`config.mk`:
```
export PLATFORM = sky130hd
export DESIGN_NAME = alu_result_stage
export DESIGN_NICKNAME = d
export VERILOG_FILES = /design/src/rtl/alu_pkg.sv /design/src/rtl/alu_result_entry.sv /design/src/rtl/alu_result_stage.sv
export SDC_FILE = /design/constraint.sdc
export NUM_CORES = 1
export LEC_CHECK = 0
export ABC_AREA = 0
export CORE_MARGIN = 5
export CORE_UTILIZATION = 48
export CTS_CLUSTER_SIZE = 8
export DETAILED_ROUTE_END_ITERATION = 10
export PLACE_DENSITY = 0.76
export SYNTH_ARGS = -nofsm -noshare
export SYNTH_HDL_FRONTEND = slang
export SYNTH_HIERARCHICAL = 1
export SYNTH_SLANG_ARGS = --single-unit
```
`constraint.sdc`:
```
create_clock -name clk -period 6.55 [get_ports clk]
set_input_delay 1.965 -clock clk [delete_from_list [all_inputs] [get_ports clk]]
set_output_delay 1.965 -clock clk [all_outputs]
set_load 0.02 [all_outputs]
```
`src/rtl/alu_pkg.sv`:
```
// Shared definitions for the ALU result path: opcodes, default width, stage state encoding.
// Latency: n/a (definitions only).  Backpressure: n/a.
package alu_pkg;

    localparam int ALU_DATA_W = 32;

    localparam logic [2:0] ALU_OP_AND = 3'b000;
    localparam logic [2:0] ALU_OP_OR  = 3'b001;
    localparam logic [2:0] ALU_OP_XOR = 3'b010;
    localparam logic [2:0] ALU_OP_ADD = 3'b011;
    localparam logic [2:0] ALU_OP_SUB = 3'b100;

    // 2'd3 is unreachable; the stage treats it as EMPTY.
    typedef enum logic [1:0] {
        ST_EMPTY = 2'd0,
        ST_ONE   = 2'd1,
        ST_FULL  = 2'd2
    } stage_state_t;

endpackage

```
`src/rtl/alu_result_entry.sv`:
```
// One result slot {op, result, cout, zero, neg}; flags derived from the loaded result unless forwarded.
// Latency: load visible 1 cycle after ld.  Backpressure: none, holds until next ld or clear.
module alu_result_entry
    import alu_pkg::*;
#(
    parameter int DATA_W = ALU_DATA_W
) (
    input  logic              clk,
    input  logic              rst_n,
    input  logic              ld,
    input  logic              ld_keep_flags,
    input  logic [2:0]        ld_op,
    input  logic [DATA_W-1:0] ld_result,
    input  logic              ld_cout,
    input  logic              ld_zero,
    input  logic              ld_neg,
    output logic [2:0]        op,
    output logic [DATA_W-1:0] result,
    output logic              cout,
    output logic              zero,
    output logic              neg
);

    logic zero_d;
    logic neg_d;

    // Forwarded entries already carry valid flags, so skip recomputation on that path.
    always_comb begin
        zero_d = ld_keep_flags ? ld_zero : (ld_result == '0);
        neg_d  = ld_keep_flags ? ld_neg  : ld_result[DATA_W-1];
    end

    always_ff @(posedge clk) begin
        if (!rst_n) begin
            op     <= '0;
            result <= '0;
            cout   <= 1'b0;
            zero   <= 1'b0;
            neg    <= 1'b0;
        end else if (ld) begin
            op     <= ld_op;
            result <= ld_result;
            cout   <= ld_cout;
            zero   <= zero_d;
            neg    <= neg_d;
        end
    end

endmodule

```
`src/rtl/alu_result_stage.sv`:
```
// Registered ALU result stage: 2-entry skid buffer (head + skid) with flags and a delivered-result counter.
// Latency: 1 cycle from push to out_valid when empty; 1 result/cycle sustained.
// Backpressure: absorbs one stalled beat in skid; in_ready registered-only (no path from out_ready).
module alu_result_stage
    import alu_pkg::*;
#(
    parameter int DATA_W = ALU_DATA_W,
    parameter int CNT_W  = 16
) (
    input  logic              clk,
    input  logic              rst_n,
    input  logic              in_valid,
    output logic              in_ready,
    input  logic [2:0]        in_op,
    input  logic [DATA_W-1:0] in_result,
    input  logic              in_cout,
    output logic              out_valid,
    input  logic              out_ready,
    output logic [2:0]        out_op,
    output logic [DATA_W-1:0] out_result,
    output logic              out_cout,
    output logic              out_zero,
    output logic              out_neg,
    output logic [CNT_W-1:0]  out_count
);

    stage_state_t state, state_nxt;
    logic push, pop;
    logic head_ld, skid_ld, head_from_skid;

    logic [2:0]        skid_op;
    logic [DATA_W-1:0] skid_result;
    logic              skid_cout, skid_zero, skid_neg;

    logic [2:0]        head_op_d;
    logic [DATA_W-1:0] head_result_d;
    logic              head_cout_d;

    assign in_ready  = rst_n && (state != ST_FULL);
    assign out_valid = (state == ST_ONE) || (state == ST_FULL);
    assign push      = in_valid && in_ready;
    assign pop       = out_valid && out_ready;

    always_ff @(posedge clk) begin
        if (!rst_n) begin
            state <= ST_EMPTY;
        end else begin
            state <= state_nxt;
        end
    end

    always_comb begin
        state_nxt      = state;
        head_ld        = 1'b0;
        skid_ld        = 1'b0;
        head_from_skid = 1'b0;
        case (state)
            ST_ONE: begin
                if (push && !pop) begin
                    skid_ld   = 1'b1;
                    state_nxt = ST_FULL;
                end else if (push && pop) begin
                    head_ld = 1'b1;
                end else if (pop) begin
                    state_nxt = ST_EMPTY;
                end
            end
            ST_FULL: begin
                if (pop) begin
                    head_ld        = 1'b1;
                    head_from_skid = 1'b1;
                    state_nxt      = ST_ONE;
                end
            end
            default: begin
                state_nxt = ST_EMPTY;
                if (push) begin
                    head_ld   = 1'b1;
                    state_nxt = ST_ONE;
                end
            end
        endcase
    end

    always_comb begin
        head_op_d     = head_from_skid ? skid_op     : in_op;
        head_result_d = head_from_skid ? skid_result : in_result;
        head_cout_d   = head_from_skid ? skid_cout   : in_cout;
    end

    alu_result_entry #(.DATA_W(DATA_W)) u_head (
        .clk           (clk),
        .rst_n         (rst_n),
        .ld            (head_ld),
        .ld_keep_flags (head_from_skid),
        .ld_op         (head_op_d),
        .ld_result     (head_result_d),
        .ld_cout       (head_cout_d),
        .ld_zero       (skid_zero),
        .ld_neg        (skid_neg),
        .op            (out_op),
        .result        (out_result),
        .cout          (out_cout),
        .zero          (out_zero),
        .neg           (out_neg)
    );

    alu_result_entry #(.DATA_W(DATA_W)) u_skid (
        .clk           (clk),
        .rst_n         (rst_n),
        .ld            (skid_ld),
        .ld_keep_flags (1'b0),
        .ld_op         (in_op),
        .ld_result     (in_result),
        .ld_cout       (in_cout),
        .ld_zero       (1'b0),
        .ld_neg        (1'b0),
        .op            (skid_op),
        .result        (skid_result),
        .cout          (skid_cout),
        .zero          (skid_zero),
        .neg           (skid_neg)
    );

    always_ff @(posedge clk) begin
        if (!rst_n) begin
            out_count <= '0;
        end else if (pop) begin
            out_count <= out_count + CNT_W'(1);
        end
    end

endmodule

```
==> results of run 1 <==
==> logic make-up after synthesis <==
family / synth area share
mux: 0.266
fa+ha+maj: 0.0113
other cells: 0.000849
xor+xnor: 0.0218
compound gates: 0.0368
simple gates: 0.202
flops: 0.426
buf+inv: 0.0346
==> cells in the mapped netlist, drive strengths merged, types with 4 or more instances <==
| cell type | instances | area share |
|---|---|---|
| nand2 | 13 | 0.012 |
| ha | 4 | 0.011 |
| and3 | 4 | 0.0057 |
| nor4 | 12 | 0.017 |
| mux2 | 36 | 0.092 |
| a21oi | 4 | 0.0045 |
| or4 | 4 | 0.0085 |
| mux2i | 77 | 0.17 |
| o21ai | 7 | 0.0079 |
| inv | 7 | 0.0060 |
| clkbuf | 11 | 0.0094 |
| buf | 15 | 0.018 |
| nor2 | 15 | 0.013 |
| dfxtp | 94 | 0.43 |
| xor2 | 9 | 0.018 |
| nor2b | 74 | 0.10 |
| nand3 | 6 | 0.0096 |
| nand4 | 7 | 0.0099 |
==> layer usage <==
layer	vias up	share of wire	track usage
li1	1655	-	-
met1	1540	0.47	0.224
met2	75	0.47	0.294
met3	8	0.047	0.0346
met4	0	0.0081	0.0453
met5	-	0	0
==> registers in the layout, indices dropped and copies added (netlist names) <==
signal / cells
out_count: 16
state: 2
u_head/cout: 1
u_head/neg: 1
u_head/op: 3
u_head/result: 32
u_head/zero: 1
u_skid/cout: 1
u_skid/neg: 1
u_skid/op: 3
u_skid/result: 32
u_skid/zero: 1
==> worst min path at each step <==
stage,start,endpoint,slack [ps],depth (start not counted)
floorplan,u_skid/neg,u_skid/neg,470,1
global placement,out_count[15],out_count[15],460,2
detailed placement,out_count[15],out_count[15],490,2
CTS,out_count[15],out_count[15],500,2
global route,out_count[15],out_count[15],520,2
finish,out_count[15],out_count[15],490,2
==> area by class of cell <==
| class | instances | area, µm² | area share |
|---|---|---|---|
| Multi-Input combinational cell | 302 | 2400 | 0.426 |
| Timing Repair Buffer | 98 | 968 | 0.172 |
| Sequential cell | 94 | 1880 | 0.333 |
| Clock buffer | 9 | 124 | 0.0219 |
| Clock inverter | 7 | 97.6 | 0.0173 |
| Inverter | 8 | 30.0 | 0.00532 |
| Tap cell | 111 | 139 | 0.0246 |
==> cell usage in the layout, fill, tap and decap left out, types with 4 or more instances in the layout <==
master	count
a21oi_1	4
and3_1	4
clkbuf_8	9
clkdlybuf4s50_1	94
conb_1	5
dfxtp_1	94
ha_1	4
inv_1	7
mux2_2	36
mux2i_1	77
nand2_1	12
nand3_1	5
nand4_1	7
nor2_1	14
nor2b_1	74
nor4_1	12
o21ai_1	4
xor2_1	9
==> power by group through the flow <==
stage | Combinational [mW] | Sequential (mW) | Clock (mW)
final | 0.173 | 0.603 | 0.422
after detailed placement | 0.173 | 0.616 | 0
after CTS | 0.174 | 0.603 | 0.436
after global routing | 0.186 | 0.606 | 0.455
after floorplan | 0.0836 | 0.631 | 0
after global placement | 0.171 | 0.616 | 0
==> per-stage QoR <==
step / cell area, µm² / utilization
2_1_floorplan: 4430 / -
5_1_grt: 5650 / 0.620
3_5_place_dp: 5420 / 0.595
6_report: 5650 / 0.620
4_1_cts: 5650 / 0.620
3_3_place_gp: 5420 / 0.595
==> worst max-delay path, cell delays in order <==
cell             delay (ps)
buf_2                    90
clkinv_1                380
nor2_1                  210
clkdlybuf4s50_1         620
==> results_dict.tcl, run 1 <==
set metrics [dict create \
    drt-total-wl_mm 9.73 \
    io_pins 96 \
    drt_pre_antenna_iters 4 \
    grt_setup_unrepaired "no" \
    pwr_density_cell_nw_per_um2 212 \
    drv_slew 0 \
    vias 3278 \
    layout-drive-gt1-share 0.125 \
    worstPathRequired_ps 4590 \
    finalPower_mw 1.20 \
    setup_slack_ps 1310 \
    cts_sinks 94 \
    fp.dieH_um 106 \
    drtIter0Drc 103 \
    post-cts-setup-buffer-count 0 \
    dp_hpwl_mm 6.82 \
    ys_types 41 \
    wl_per_cell_um 15.5 \
    reg2reg_to "u_head/zero" \
    numPortBuffers 95 \
    fp.dieW_um 106 \
    synth-seq-cells 94 \
    switchingPower_uw 299 \
    place_ws_ps 1300 \
    sw_frac_of_total 0.250 \
    fin_crit_sh 0.799 \
    outcome "finished, final reports clean" \
    gp_congestion 0.778 \
    yosysSeqAreaShare 0.426 \
    grt_antenna_before_repair 0 \
    p_int_uw 899 \
    finalNonFillerCells 629 \
    final_hold_viol_count 0 \
    coreArea_um2 9110 \
    syn_area_per_cell_um2 10.4 \
    place_inst 613 \
    tns_ps 0 \
    clk_latency_ps 350 \
    grt_max_degree 82 \
    viasPerCell 5.21 \
    cp.arrival_ps 3270 \
    synth_edf_count 0 \
    holdWs_ps 492 \
    netlist_area_um2 4420 \
    setup.worst_path.start "rst_n" \
    skew_ps 7.87 \
    netlist_instances 426 \
    worst_ir_drop_vdd_uv 123 \
    hold_buffers 0 \
    tritoncts "done" \
    cts_max_level 3 \
    rr_worst_depth 8 \
    cp-start-kind "input pin" \
    fillCellCount 779 \
    rr_startpoint "state[0]" \
    grt_pass1_vias 3336 \
    path_clk_slew_ps 90 \
    hp-class "reg2reg" \
    route.detailed.drc 0 \
    ctsRootBufferMaster "clkbuf_8" \
    cts_resized 0 \
    pwr-share-clk 0.352 \
    path_class "in2out" \
    slew_headroom 0.334 \
    seqPwrFrac 0.504 \
    fmax_mhz 191 \
    worstSetupEndpointType "primary output" \
    synthArstFlopShare 0 \
    reg2reg_slack_ps 3220 \
    crit_end "in_ready" \
    std_cell_rows 35 \
    cp_max_fo 18 \
    drv_cap 0 \
    start_util 0.485 \
    dieArea_um2 11200 \
    share_comb_of_total_power 0.144 \
    fin_crit_ps 5240 \
    grt_util_all_layers 0.172 \
    area_delta_synth_final_pct 27.9 \
    overflow 0 \
    grt_pass1_wl_mm 15.9 \
    detail-route-antenna-nets 0 \
    numCtsBuffers 9 \
    finalNetCount 557 \
    yosys_warnings 6 \
    ys.flop_type "dfxtp_1" \
    antenna-diode-count 0 \
    worstMarginPinSlew_ps 997 \
    power_leakage_nw 1.96 \
    clk_path_buf_depth 2 \
    setup_viol 0 \
]
Power figures use the tool's default switching activity.
==> inputs of run 2 (changes only) <==
- CORE_UTILIZATION: 48 -> 46
- clock period: 6.55 -> 4.5 ns (I/O delays scaled with it)
==> results_dict.tcl, run 2 (synthesized netlist as in run 1, its figures left out) <==
set metrics [dict create \
    outcome "finished, final reports clean" \
    top_regs "u_head/result: 32 flops, u_skid/result: 32 flops, out_count: 16 flops" \
    grt_util_all_layers 0.172 \
    multiInputGateArea_um2 2400 \
    fp.dieW_um 108 \
    numCtsBuffers 9 \
    drv_cap 0 \
    place_ws_ps 340 \
    drv_slew 0 \
    pwr_density_cell_nw_per_um2 306 \
    final_core_util 0.616 \
    finalNonFillerCells 654 \
    ctsRootBufferMaster "clkbuf_8" \
    numPortBuffers 95 \
    dpl_cell_area_um2 5500 \
    tns_ps 0 \
    cp_max_fo 25 \
    finalInstanceArea_um2 5720 \
    clk_latency_ps 360 \
    fillCellCount 812 \
    std_cell_rows 35 \
    drt_pre_antenna_iters 4 \
    slew_headroom 0.559 \
    finalPower_mw 1.75 \
    layout-drive-gt1-share 0.135 \
    worstMarginPinSlew_ps 662 \
    io_pins 96 \
    hp-class "reg2reg" \
    cp.arrival_ps 4080 \
    path_class "in2reg" \
    fmax_mhz 262 \
    setup_slack_ps 679 \
    wl_per_cell_um 15.0 \
    cts_max_level 3 \
    grt_setup_unrepaired "no" \
    coreArea_um2 9280 \
    fin_crit_ps 3820 \
    cts_resized 0 \
    start_util 0.476 \
    register_area_um2 1880 \
    place_inst 638 \
    clk_path_buf_depth 2 \
    worst_ir_drop_vdd_uv 217 \
    cp-start-kind "input pin" \
    grt_antenna_before_repair 0 \
    drtIter0Drc 92 \
    dp_hpwl_mm 7.23 \
    fin_crit_sh 0.849 \
    hold_buffers 0 \
    path_clk_slew_ps 100 \
    cts_sinks 94 \
    setup_viol 0 \
    vias 3313 \
    worstPathRequired_ps 4760 \
    grt_max_degree 81 \
    overflow 0 \
    gp_congestion 0.858 \
    post-cts-setup-buffer-count 0 \
    layout_common_cells "94 x clkdlybuf4s50_1, 94 x dfxtp_1, 77 x mux2i_1, 74 x nor2b_1, 36 x mux2_2" \
    area_delta_synth_final_pct 29.6 \
    finalNetCount 564 \
    route.detailed.drc 0 \
    drt-total-wl_mm 9.82 \
    tritoncts "done" \
    detail-route-antenna-nets 0 \
    fp.dieH_um 108 \
    power_leakage_nw 2.00 \
    dieArea_um2 11700 \
    grt_pass1_vias 3423 \
    antenna-diode-count 0 \
    grt_pass1_wl_mm 16.3 \
    holdWs_ps 488 \
    viasPerCell 5.07 \
    final_hold_viol_count 0 \
    skew_ps 13.1 \
    worstSetupEndpointType "flop" \
]
==> run 2: area by class of cell <==
| class | instances | share of cell area |
|---|---|---|
| tap | 129 | 0.0282 |
| clock buffer | 10 | 0.0223 |
| multi-input combinational | 302 | 0.420 |
| inverter | 8 | 0.00525 |
| sequential | 94 | 0.329 |
| timing repair buffer | 105 | 0.178 |
| clock inverter | 6 | 0.0166 |
==> run 2: report_power, final <==
group,internal (mW),switching (mW)
clock network,0.318,0.298
logic,0.135,0.119
registers,0.860,0.0183
==> run 2: final timing paths <==
check | end | cells after the start | slack (ps) | from
setup / recovery | u_head/zero | 7 | 680 | out_ready
hold / removal | out_count[15] | 2 | 490 | out_count[15]
setup reg to reg | u_head/zero | 8 | 1350 | state[0]
hold reg to reg | out_count[15] | 2 | 490 | out_count[15]
==> run 2: layer usage <==
metal	wire [µm]	up-vias	GRT usage	part of all wire
met1	4570	1560	0.221	0.47
met5	0	-	0	0
li1	-	1669	-	-
met2	4750	76	0.291	0.48
met3	440	8	0.0466	0.045
met4	61	0	0.0361	0.0062
==> run 2: worst max-delay path: stages <==
cell             delay [ps]
clkdlybuf4s50_1         590
and2b_1                 310
nand2_2                 400
mux2_2                  430
nor4b_1                 450
nand4_1                 200
o41ai_2                 360
==> inputs of run 3 (changes only) <==
- CORE_UTILIZATION: 46 -> 48
- clock period: 4.5 -> 3.85 ns (I/O delays scaled with it)
==> results_dict.tcl, run 3 (synthesized netlist as in run 1, its figures left out) <==
set metrics [dict create \
    register_area_um2 1880 \
    grt_util_all_layers 0.184 \
    fillCellCount 760 \
    worst_ir_drop_vdd_uv 202 \
    multiInputGateArea_um2 2400 \
    dieArea_um2 11200 \
    top_regs "u_head/result: 32 flops, u_skid/result: 32 flops, out_count: 16 flops" \
    cp-start-kind "input pin" \
    fmax_mhz 306 \
    start_util 0.485 \
    worstMarginPinSlew_ps 603 \
    vias 3327 \
    place_inst 621 \
    fp.dieH_um 106 \
    cp.arrival_ps 3520 \
    fin_crit_sh 0.848 \
    worstSetupEndpointType "flop" \
    layout-drive-gt1-share 0.137 \
    grt_pass1_wl_mm 16.7 \
    grt_setup_unrepaired "no" \
    dpl_cell_area_um2 5500 \
    worstPathRequired_ps 4110 \
    cts_resized 0 \
    finalNonFillerCells 636 \
    std_cell_rows 35 \
    numCtsBuffers 9 \
    area_delta_synth_final_pct 29.0 \
    drt-total-wl_mm 10.2 \
    finalPower_mw 1.99 \
    layout_common_cells "94 x clkdlybuf4s50_1, 94 x dfxtp_1, 77 x mux2i_1, 74 x nor2b_1, 36 x mux2_2" \
    drv_slew 0 \
    tns_ps 0 \
    hp-class "reg2reg" \
    drv_cap 0 \
    ctsRootBufferMaster "clkbuf_8" \
    tritoncts "done" \
    final_hold_viol_count 0 \
    fin_crit_ps 3270 \
    wl_per_cell_um 16.0 \
    grt_max_degree 81 \
    numPortBuffers 95 \
    clk_latency_ps 360 \
    outcome "finished, final reports clean" \
    drt_pre_antenna_iters 4 \
    cts_max_level 3 \
    setup_viol 0 \
    holdWs_ps 492 \
    hold_buffers 0 \
    skew_ps 11.3 \
    post-cts-setup-buffer-count 0 \
    cp_max_fo 37 \
    fp.dieW_um 106 \
    drtIter0Drc 130 \
    viasPerCell 5.23 \
    slew_headroom 0.598 \
    clk_path_buf_depth 2 \
    cts_sinks 94 \
    gp_congestion 0.795 \
    power_leakage_nw 2.00 \
    finalInstanceArea_um2 5690 \
    route.detailed.drc 0 \
    detail-route-antenna-nets 0 \
    io_pins 96 \
    overflow 0 \
    pwr_density_cell_nw_per_um2 350 \
    finalNetCount 565 \
    coreArea_um2 9110 \
    grt_pass1_vias 3427 \
    dp_hpwl_mm 7.36 \
    grt_antenna_before_repair 0 \
    path_clk_slew_ps 100 \
    path_class "in2reg" \
    antenna-diode-count 0 \
]
[run 3: cell count changes in the layout (fill, tap and decap cells not counted), sizes merged]
cell / delta
buf: +1
bufinv: -1
clkinvlp: +1
inv: -1
[run 3: report_power, final]
group	internal, mW	switching, mW	leakage (nW)
Clock	0.316	0.349	0.0983
Sequential	1.01	0.0209	0.763
Combinational	0.160	0.142	1.14
[run 3: per-layer routing]
| metal | wire length (µm) | track usage | vias up |
|---|---|---|---|
| li1 | - | - | 1666 |
| met1 | 4780 | 0.240 | 1579 |
| met2 | 4930 | 0.308 | 75 |
| met3 | 408 | 0.0383 | 7 |
| met4 | 92 | 0.0527 | 0 |
| met5 | 0 | 0 | - |
[run 3: final cells by class]
class / instances / share of cell area
Clock buffer: 10 / 0.0242
Tap cell: 111 / 0.0244
Clock inverter: 5 / 0.0105
Multi-Input combinational cell: 302 / 0.422
Inverter: 8 / 0.00527
Timing Repair Buffer: 106 / 0.183
Sequential cell: 94 / 0.330
[run 3: path summary, 6_finish.rpt]
path	cells past startpoint	to	slack [ps]	startpoint
setup / recovery	8	u_head/zero	580	out_ready
hold / removal	2	out_count[15]	490	out_count[15]
setup reg to reg	9	u_head/zero	900	state[0]
hold reg to reg	2	out_count[15]	490	out_count[15]
[run 3: per-stage QoR]
stage           util  worst slack [ps]
3_5_place_dp   0.603               210
6_report       0.625               584
3_3_place_gp   0.603               293
2_1_floorplan      -               846
5_1_grt        0.625               461
4_1_cts        0.625               579
[run 3: critical path, stage by stage]
cell and delay (ps):
clkdlybuf4s50_1 440, and2b_1 200, nand2_2 90, buf_12 220, mux2_2 380, nor4b_1 470, nand4_1 200, o41ai_2 370
